===== config.mk =====
export PLATFORM = sky130hd
export DESIGN_NAME = bst_engine_flat
export DESIGN_NICKNAME = d
export VERILOG_FILES = /design/src/rtl/bst_if.sv /design/src/rtl/bst_engine.sv /design/src/flat_wrapper.sv
export SDC_FILE = /design/constraint.sdc
export NUM_CORES = 1
export LEC_CHECK = 0
export ABC_AREA = 1
export BUFFER_PORTS_ARGS = -buffer_cell sky130_fd_sc_hd__buf_4
export CORE_MARGIN = 10
export CORE_UTILIZATION = 55
export CTS_CLUSTER_SIZE = 28
export DETAILED_ROUTE_END_ITERATION = 8
export PLACE_DENSITY = 0.73
export REMOVE_ABC_BUFFERS = 1
export SLEW_MARGIN = 10
export SYNTH_ARGS = -nofsm -noshare
export SYNTH_HDL_FRONTEND = slang
export SYNTH_SLANG_ARGS = --single-unit

===== constraint.sdc =====
create_clock -name clk -period 3.5 [get_ports clk]
set_input_delay 0.35 -clock clk [delete_from_list [all_inputs] [get_ports clk]]
set_output_delay 0.35 -clock clk [all_outputs]
set_load 0.005 [all_outputs]

===== src/rtl/bst_if.sv =====
// Tree command bus between the button/switch front end (master) and bst_engine (slave).
// Handshake: a strobe (k1/k0/rd_en/wr_en) is taken only while busy=0; results are valid in the done cycle.
interface bst_if #(
  parameter int KEY_W = 4,
  parameter int PTR_W = 3,
  parameter int CNT_W = 3
);
  logic                   k1;
  logic                   k0;
  logic                   rd_en;
  logic                   wr_en;
  logic [KEY_W-1:0]       sw;
  logic [KEY_W+PTR_W:0]   led;
  logic                   busy;
  logic                   done;
  logic                   err;
  logic                   buf_empty;
  logic                   buf_full;
  logic [CNT_W-1:0]       tree_counter;
  logic [2:0]             fsm_state;

  modport master (
    output k1, k0, rd_en, wr_en, sw,
    input  led, busy, done, err, buf_empty, buf_full, tree_counter, fsm_state
  );

  modport slave (
    input  k1, k0, rd_en, wr_en, sw,
    output led, busy, done, err, buf_empty, buf_full, tree_counter, fsm_state
  );
endinterface


===== src/rtl/bst_engine.sv =====
// Binary search tree of 4-bit keys in a 7-node pointer-linked pool; insert/find/pop-min, one level per clock.
// Optional clear-all on wr_en is compiled in with `define TREE_CLEAR_EN.
module bst_engine #(
  parameter int NODES = 7,
  parameter int KEY_W = 4
) (
  input  logic clk,
  input  logic rst,
  bst_if.slave bus
);
  localparam int PTR_W = 3;
  localparam int CNT_W = 3;
  localparam int POOL  = 1 << PTR_W;
  localparam logic [PTR_W-1:0] NIL = '1;

  typedef enum logic [2:0] {
    S_IDLE       = 3'd0,
    S_INS_WALK   = 3'd1,
    S_FIND_WALK  = 3'd2,
    S_POP_WALK   = 3'd3,
    S_POP_UNLINK = 3'd4,
    S_DONE       = 3'd5
  } state_t;

  state_t state, state_nx;

  // Pool sized to the pointer range so that NIL indexes a never-valid slot.
  logic [KEY_W-1:0] key_mem   [POOL];
  logic [PTR_W-1:0] left_mem  [POOL];
  logic [PTR_W-1:0] right_mem [POOL];
  logic [POOL-1:0]  valid_mem;

  logic [PTR_W-1:0]     root, cur, parent, new_idx, free_idx;
  logic                 go_left;
  logic [KEY_W-1:0]     op_key;
  logic [CNT_W-1:0]     count;
  logic [KEY_W+PTR_W:0] led_q;
  logic                 err_q;
  logic                 clr_req;

  logic             full, empty, at_nil;
  logic [KEY_W-1:0] cur_key;
  logic [PTR_W-1:0] cur_left, cur_right;

`ifdef TREE_CLEAR_EN
  assign clr_req = bus.wr_en;
`else
  assign clr_req = 1'b0;
`endif

  assign full      = (count == CNT_W'(NODES));
  assign empty     = (count == '0);
  assign at_nil    = (cur == NIL);
  assign cur_key   = key_mem[cur];
  assign cur_left  = left_mem[cur];
  assign cur_right = right_mem[cur];

  always_comb begin
    free_idx = NIL;
    for (int i = NODES - 1; i >= 0; i--) begin
      if (!valid_mem[i]) free_idx = PTR_W'(i);
    end
  end

  always_ff @(posedge clk) begin
    if (rst) state <= S_IDLE;
    else     state <= state_nx;
  end

  always_comb begin
    state_nx = state;
    case (state)
      S_IDLE: begin
        if (clr_req)        state_nx = S_DONE;
        else if (bus.k1)    state_nx = full ? S_DONE : S_INS_WALK;
        else if (bus.k0)    state_nx = S_FIND_WALK;
        else if (bus.rd_en) state_nx = empty ? S_DONE : S_POP_WALK;
      end
      S_INS_WALK:   if (at_nil || op_key == cur_key) state_nx = S_DONE;
      S_FIND_WALK:  if (at_nil || op_key == cur_key) state_nx = S_DONE;
      S_POP_WALK:   if (cur_left == NIL) state_nx = S_POP_UNLINK;
      S_POP_UNLINK: state_nx = S_DONE;
      S_DONE:       state_nx = S_IDLE;
      default:      state_nx = S_IDLE;
    endcase
  end

  always_comb begin
    bus.busy      = (state != S_IDLE);
    bus.done      = (state == S_DONE);
    bus.fsm_state = state;
  end

  assign bus.led          = led_q;
  assign bus.err          = err_q;
  assign bus.tree_counter = count;
  assign bus.buf_empty    = empty;
  assign bus.buf_full     = full;

  always_ff @(posedge clk) begin
    if (rst) begin
      valid_mem <= '0;
      root      <= NIL;
      cur       <= NIL;
      parent    <= NIL;
      new_idx   <= NIL;
      go_left   <= 1'b0;
      op_key    <= '0;
      count     <= '0;
      led_q     <= '0;
      err_q     <= 1'b0;
    end else begin
      case (state)
        S_IDLE: begin
          op_key  <= bus.sw;
          parent  <= NIL;
          go_left <= 1'b0;
          cur     <= root;
          err_q   <= 1'b0;
          if (clr_req) begin
            valid_mem <= '0;
            root      <= NIL;
            count     <= '0;
            led_q     <= '0;
          end else if (bus.k1) begin
            new_idx <= free_idx;
            if (full) begin
              err_q <= 1'b1;
              led_q <= {1'b0, {PTR_W{1'b0}}, bus.sw};
            end
          end else if (!bus.k0 && bus.rd_en && empty) begin
            err_q <= 1'b1;
            led_q <= '0;
          end
        end
        S_INS_WALK: begin
          if (at_nil) begin
            // Link the node reserved at acceptance under the last visited parent.
            valid_mem[new_idx] <= 1'b1;
            key_mem[new_idx]   <= op_key;
            left_mem[new_idx]  <= NIL;
            right_mem[new_idx] <= NIL;
            if (parent == NIL)  root              <= new_idx;
            else if (go_left)   left_mem[parent]  <= new_idx;
            else                right_mem[parent] <= new_idx;
            count <= count + 1'b1;
            led_q <= {1'b1, new_idx, op_key};
          end else if (op_key == cur_key) begin
            err_q <= 1'b1;
            led_q <= {1'b0, {PTR_W{1'b0}}, op_key};
          end else begin
            parent  <= cur;
            go_left <= (op_key < cur_key);
            cur     <= (op_key < cur_key) ? cur_left : cur_right;
          end
        end
        S_FIND_WALK: begin
          if (at_nil)                 led_q <= {1'b0, {PTR_W{1'b0}}, op_key};
          else if (op_key == cur_key) led_q <= {1'b1, cur, op_key};
          else                        cur   <= (op_key < cur_key) ? cur_left : cur_right;
        end
        S_POP_WALK: begin
          if (cur_left != NIL) begin
            parent <= cur;
            cur    <= cur_left;
          end
        end
        S_POP_UNLINK: begin
          if (parent == NIL) root             <= cur_right;
          else               left_mem[parent] <= cur_right;
          valid_mem[cur] <= 1'b0;
          count          <= count - 1'b1;
          led_q          <= {1'b1, cur, cur_key};
        end
        S_DONE: err_q <= 1'b0;
        default: ;
      endcase
    end
  end
endmodule

===== src/flat_wrapper.sv =====
// flat-port wrapper written by rule: the top's interface ports become plain ports
module bst_engine_flat 
#(
  parameter int NODES = 7,
  parameter int KEY_W = 4
)
  (clk, rst, bus_k1, bus_k0, bus_rd_en, bus_wr_en, bus_sw, bus_led, bus_busy, bus_done, bus_err, bus_buf_empty, bus_buf_full, bus_tree_counter, bus_fsm_state);
  bst_if #(.KEY_W(KEY_W)) bus_i ();
  input  logic clk;
  input  logic rst;
  input wire logic [$bits(bus_i.k1)-1:0] bus_k1;
  input wire logic [$bits(bus_i.k0)-1:0] bus_k0;
  input wire logic [$bits(bus_i.rd_en)-1:0] bus_rd_en;
  input wire logic [$bits(bus_i.wr_en)-1:0] bus_wr_en;
  input wire logic [$bits(bus_i.sw)-1:0] bus_sw;
  output wire logic [$bits(bus_i.led)-1:0] bus_led;
  output wire logic [$bits(bus_i.busy)-1:0] bus_busy;
  output wire logic [$bits(bus_i.done)-1:0] bus_done;
  output wire logic [$bits(bus_i.err)-1:0] bus_err;
  output wire logic [$bits(bus_i.buf_empty)-1:0] bus_buf_empty;
  output wire logic [$bits(bus_i.buf_full)-1:0] bus_buf_full;
  output wire logic [$bits(bus_i.tree_counter)-1:0] bus_tree_counter;
  output wire logic [$bits(bus_i.fsm_state)-1:0] bus_fsm_state;
  assign bus_i.k1 = bus_k1;
  assign bus_i.k0 = bus_k0;
  assign bus_i.rd_en = bus_rd_en;
  assign bus_i.wr_en = bus_wr_en;
  assign bus_i.sw = bus_sw;
  assign bus_led = bus_i.led;
  assign bus_busy = bus_i.busy;
  assign bus_done = bus_i.done;
  assign bus_err = bus_i.err;
  assign bus_buf_empty = bus_i.buf_empty;
  assign bus_buf_full = bus_i.buf_full;
  assign bus_tree_counter = bus_i.tree_counter;
  assign bus_fsm_state = bus_i.fsm_state;
  bst_engine #(.NODES(NODES), .KEY_W(KEY_W)) u_core (.clk(clk), .rst(rst), .bus(bus_i));
endmodule

=== After elaboration in Yosys (flattened, before gate mapping) ===
Memories as Yosys holds them, arrays and structs flattened. A register that Yosys moved wholly into a read port is not among the register bits.
Index checks and enable logic that the tools add are counted.
Widths: inputs -> output; s select.

* Bits in registers: 40
* Memory bits (writable): 80
* Input port bits: 10
* Output and inout bits: 19
* Logic and storage cells: 157
* Memories: 3

* $add $sub $neg: 2
* Magnitude comparators: 5
* Equality and inequality tests: 27
* Muxes and demuxes: 80
* Bitwise logic cells: 4
* Reduce and logical (&&, ||, !) cells: 25

{| class="wikitable"
|+ Memory list
! memory !! words !! bits a word !! read ports !! clocked after memory_dff !! wr ports !! line !! RTL
|-
| u_core.key_mem || 8 || 4 || 1 || 1 || 1 || bst_engine.sv:28 || <nowiki>logic [KEY_W-1:0] key_mem [POOL];</nowiki>
|-
| u_core.left_mem || 8 || 3 || 1 || 1 || 2 || bst_engine.sv:29 || <nowiki>logic [PTR_W-1:0] left_mem [POOL];</nowiki>
|-
| u_core.right_mem || 8 || 3 || 1 || 1 || 2 || bst_engine.sv:30 || <nowiki>logic [PTR_W-1:0] right_mem [POOL];</nowiki>
|}

{| class="wikitable"
|+ Operators by type and width
! cell !! count
|-
| $mux 3 || 31
|-
| $mux 8 || 8
|-
| $pmux 8 s4 || 1
|-
| $mux 1 || 30
|-
| $eq 3x3->1 const B || 6
|-
| $pmux 3 s3 || 2
|-
| $pmux 8 s2 || 1
|-
| $ne 2x1->1 const B || 7
|-
| $pmux 3 s2 || 2
|-
| $pmux 3 s4 || 1
|-
| $reduce_and 4->1 || 3
|-
| $reduce_bool 3->1 || 4
|-
| $reduce_and 3->1 || 3
|-
| $and 8x8->8 || 1
|-
| $lt 3x4->1 const B || 2
|-
| $ne 2x2->1 const B || 4
|-
| $not 8->8 || 1
|-
| $or 8x8->8 || 1
|-
| $demux 1 s3 || 2
|-
| $eq 3x2->1 const B || 2
|-
| $ge 3x1->1 const B || 2
|-
| $logic_not 3->1 || 2
|-
| $ne 3x1->1 const B || 2
|-
| $ne 3x2->1 const B || 2
|-
| 18 further kinds || 23
|}

=== Depth between registers and ports, before layout ===
* Depth in word-level cells: 7
* Depth in mapped cells: 20
* Gate-level depth less buffers: 17

=== Least setup slack after synthesis ===
Ideal clock, no wire load.

* Path kind: register to register
* From: register (tool-made name)
* To: register u_core.led_q[4] (netlist: u_core.bus.led[4])
* Library setup time: 0.130 ns
* Arrival: 2.333 ns
* Required time: 3.370 ns
* Setup slack: 1.037 ns
* Cell stages (with the launch flop): 19
* Buffers on the path: 3
* Clock period less this slack: 2.463 ns
* Path through: dfxtp_1 -> inv_2 -> buf_2 -> clkbuf_1 -> nor2_1 -> o211ai_1 -> o21ai_1 -> ha_1 -> nand2_1 -> nor2_1 -> nor2_1 -> nand2_2 -> o21ai_2 -> inv_2 -> nand3b_4 -> inv_2 -> buf_6 -> o21ai_1 -> nor2_1

{| class="wikitable"
|+ RTL lines
! element !! line !! RTL
|-
| end signal, assigned || bst_engine.sv:129 || <nowiki>led_q <= {1'b0, {PTR_W{1'b0}}, bus.sw};</nowiki>
|-
| end signal, assigned || bst_engine.sv:147 || <nowiki>led_q <= {1'b1, new_idx, op_key};</nowiki>
|-
| end signal, assigned || bst_engine.sv:150 || <nowiki>led_q <= {1'b0, {PTR_W{1'b0}}, op_key};</nowiki>
|-
| end, declared || bst_engine.sv:37 || <nowiki>logic [KEY_W+PTR_W:0] led_q;</nowiki>
|}

==> reports/metrics.cfg <==
[outcome]
status = complete, no violations

[placement]
hpwl_um = 10400
dpl_cell_area_um2 = 6430
port-buffer-count = 27
globalplace.congestion = 0.899
placed_cells = 895
pre_cts_slack_ns = 0.555

[cells_and_area]
final_common_cell = nand2_1
area_growth_pct = 15.2
final_util_pct = 64.7
fin_area_um2 = 7010
antennaDiodeCount = 0
final_cell_mix = nand2_1 (188), nor2_1 (83), edfxtp_1 (80), inv_1 (75), o21ai_0 (48)
final_cell_count_no_fill = 927
fillers = 889
nets = 789
drive_above_1_share_pct = 13.9

[sta]
finalCritPeriodShare_pct = 86.6
timing.final.ws_setup_ns = 0.471
fin_tns_setup_ns = 0
grt_setup_unrepaired = no
setup_violations = 0
max_slew.worst_pin.slew_ns = 0.786
fin_skew_ns = 0.00788
worst_slew_margin_rel_pct = 47.5
maxSlewViolCount = 0
holdWs_ns = 0.126
period_minus_slack_ns = 3.03
finalHoldViolations = 0
clock.fmax_mhz = 330

[floorplanning]
io_pins = 29
die_x_um = 125
rows = 38
start_util_pct = 56.2
dieArea_um2 = 15700
fp.dieH_um = 125
core_area_um2 = 10800

[routing]
vias = 5134
first_pass_iters = 5
drc = 0
drt-total-wl_um = 14800
wl_per_cell_um = 15.9
initialDrtViolationCount = 424
routed_via_density = 5.54
postRouteAntennaNets = 0

[clock_network]
cts_tree = yes
hold_buffers = 0
clockBufferDepth = 2
post_cts_buffers = 0
cts_made_buffers = 17
cts-resized-gates = 0
h-tree-depth = 4
root_buffer = clkbuf_8
clk_latency_ns = 0.52
clkTransAtPathRegs_ns = 0.05
clock-sinks = 122

[power]
switching_share_pct = 38.4
leakagePower_nw = 2.89
total_power_mw = 5.82
seqPwrFrac_pct = 34.6
power_density_nw_per_um2 = 830
p_sw_mw = 2.24
ir_worst_vdd_v = 0.000503
p_comb_share_pct = 36.1
intPower_mw = 3.58
pwr-share-clk_pct = 29.3

[worst_setup_path]
arrival_ns = 3.42
startpoint_type = flop
ff2ff_path_depth = 13
crit_type = flop to flop
critPathRequiredTime_ns = 3.89
crit_path_max_fanout = 17
end_kind = flop

[global_route]
grt_antenna_before_repair = 0
grt_usage_pct = 18.9
grt_max_degree = 25
grt_pass1_wl_um = 24400
grt_pass1_vias = 5011
overflow = 0

[synth]
yosysTopAreaCell = edfxtp_1
synth_flop_cell = edfxtp_1
yosysWarnings = 0
async_reset_ff_share_pct = 0
syn-instance-count = 741
synth_seq_area_share_pct = 53.3
synth_top_area_share_pct = 39.5
avgSynthCellArea_um2 = 8.22
synth_seq_cells = 122
synth_area_leaders = edfxtp_1 (39%), dfxtp_1 (14%), nand2_1 (12%), nor2_1 (5.1%), inv_1 (4.6%)
synth_edf_count = 80
synthDistinctLibCells = 41
syn_area_um2 = 6090

[flow_run]
drv_cap = 0

[hold_path]
hp-class = primary input to flop
hold_depth = 3

==> per-layer routing <==
| layer | part of all wire [%] | routed length (um) | vias to the layer above | global-route usage (%) |
|---|---|---|---|---|
| met1 | 42 | 6200 | 2346 | 22.8 |
| met2 | 46 | 6850 | 223 | 30.4 |
| li1 | - | - | 2520 | - |
| met4 | 3.9 | 579 | 0 | 10.2 |
| met5 | 0 | 0 | - | 0 |
| met3 | 7.7 | 1140 | 45 | 4.90 |
==> cell usage after synthesis, drive strengths merged, types with 4 or more instances <==
cell type  count
edfxtp        80
dfxtp         42
nor3          22
buf           15
nand3         44
o211ai         4
a21oi         32
nor2          96
clkbuf        13
inv           88
o21ai         80
ha             4
nand2        195
==> cells by family (layout without fill, tap and decap cells) <==
group | Yosys count | count (layout) | synth area share [%]
and+or+nand+nor | 362 | 362 | 25.6
DFF | 122 | 122 | 53.3
adders and majority gates | 5 | 5 | 1.15
buffers and inverters | 118 | 159 | 7.73
AOI/OAI and AO/OA | 133 | 133 | 12.2
other | 1 | 6 | 0.0616
==> worst paths after layout <==
path	end	slack (ns)	startpoint
worst max-delay path	flop	0.47	flop
worst max register to register	flop	0.47	flop
worst min register to register	u_core.root[1]	0.49	u_core.root[1]
worst min-delay path	u_core.op_key[0]	0.13	bus_sw[0]
==> critical path, cell delays in order, from the launching register on <==
cell	delay, ns
dfxtp_1	0.65
inv_2	0.25
o21ai_0	0.21
o21ai_0	0.15
o21ai_1	0.26
ha_1	0.29
a21oi_1	0.16
nor2_1	0.08
nor3_1	0.45
nand2_1	0.11
nand3_1	0.10
nand2_1	0.06
nand2_1	0.05
nand3_1	0.08
==> final cells by class <==
| cell class | instances | area, um^2 | share of cell area [%] |
|---|---|---|---|
| Tap cell | 140 | 175 | 2.50 |
| Clock buffer | 25 | 497 | 7.08 |
| Inverter | 90 | 338 | 4.82 |
| Sequential cell | 122 | 3240 | 46.3 |
| Timing Repair Buffer | 37 | 278 | 3.96 |
| Clock inverter | 7 | 87.6 | 1.25 |
| Multi-Input combinational cell | 506 | 2390 | 34.1 |
==> power groups by stage <==
stage / combinational (mW) / sequential (mW) / clock, mW
3_5_place_dp: 2.06 / 2.03 / 0
4_1_cts: 2.09 / 2.01 / 1.72
5_1_grt: 2.37 / 2.04 / 1.79
6_report: 2.10 / 2.01 / 1.71
3_3_place_gp: 2.01 / 2.03 / 0
2_1_floorplan: 1.41 / 2.00 / 0
==> sequential cells by signal, indices dropped and copies added (netlist names), named ones only <==
signal                   cells
u_core.bus.err               1
u_core.bus.fsm_state         3
u_core.bus.led               8
u_core.bus.tree_counter      3
u_core.cur                   3
u_core.go_left               1
u_core.key_mem              32
u_core.left_mem             24
u_core.new_idx               3
u_core.op_key                4
u_core.parent                3
u_core.right_mem            24
u_core.root                  3
u_core.valid_mem             7
(Power assumes the default switching activity.)
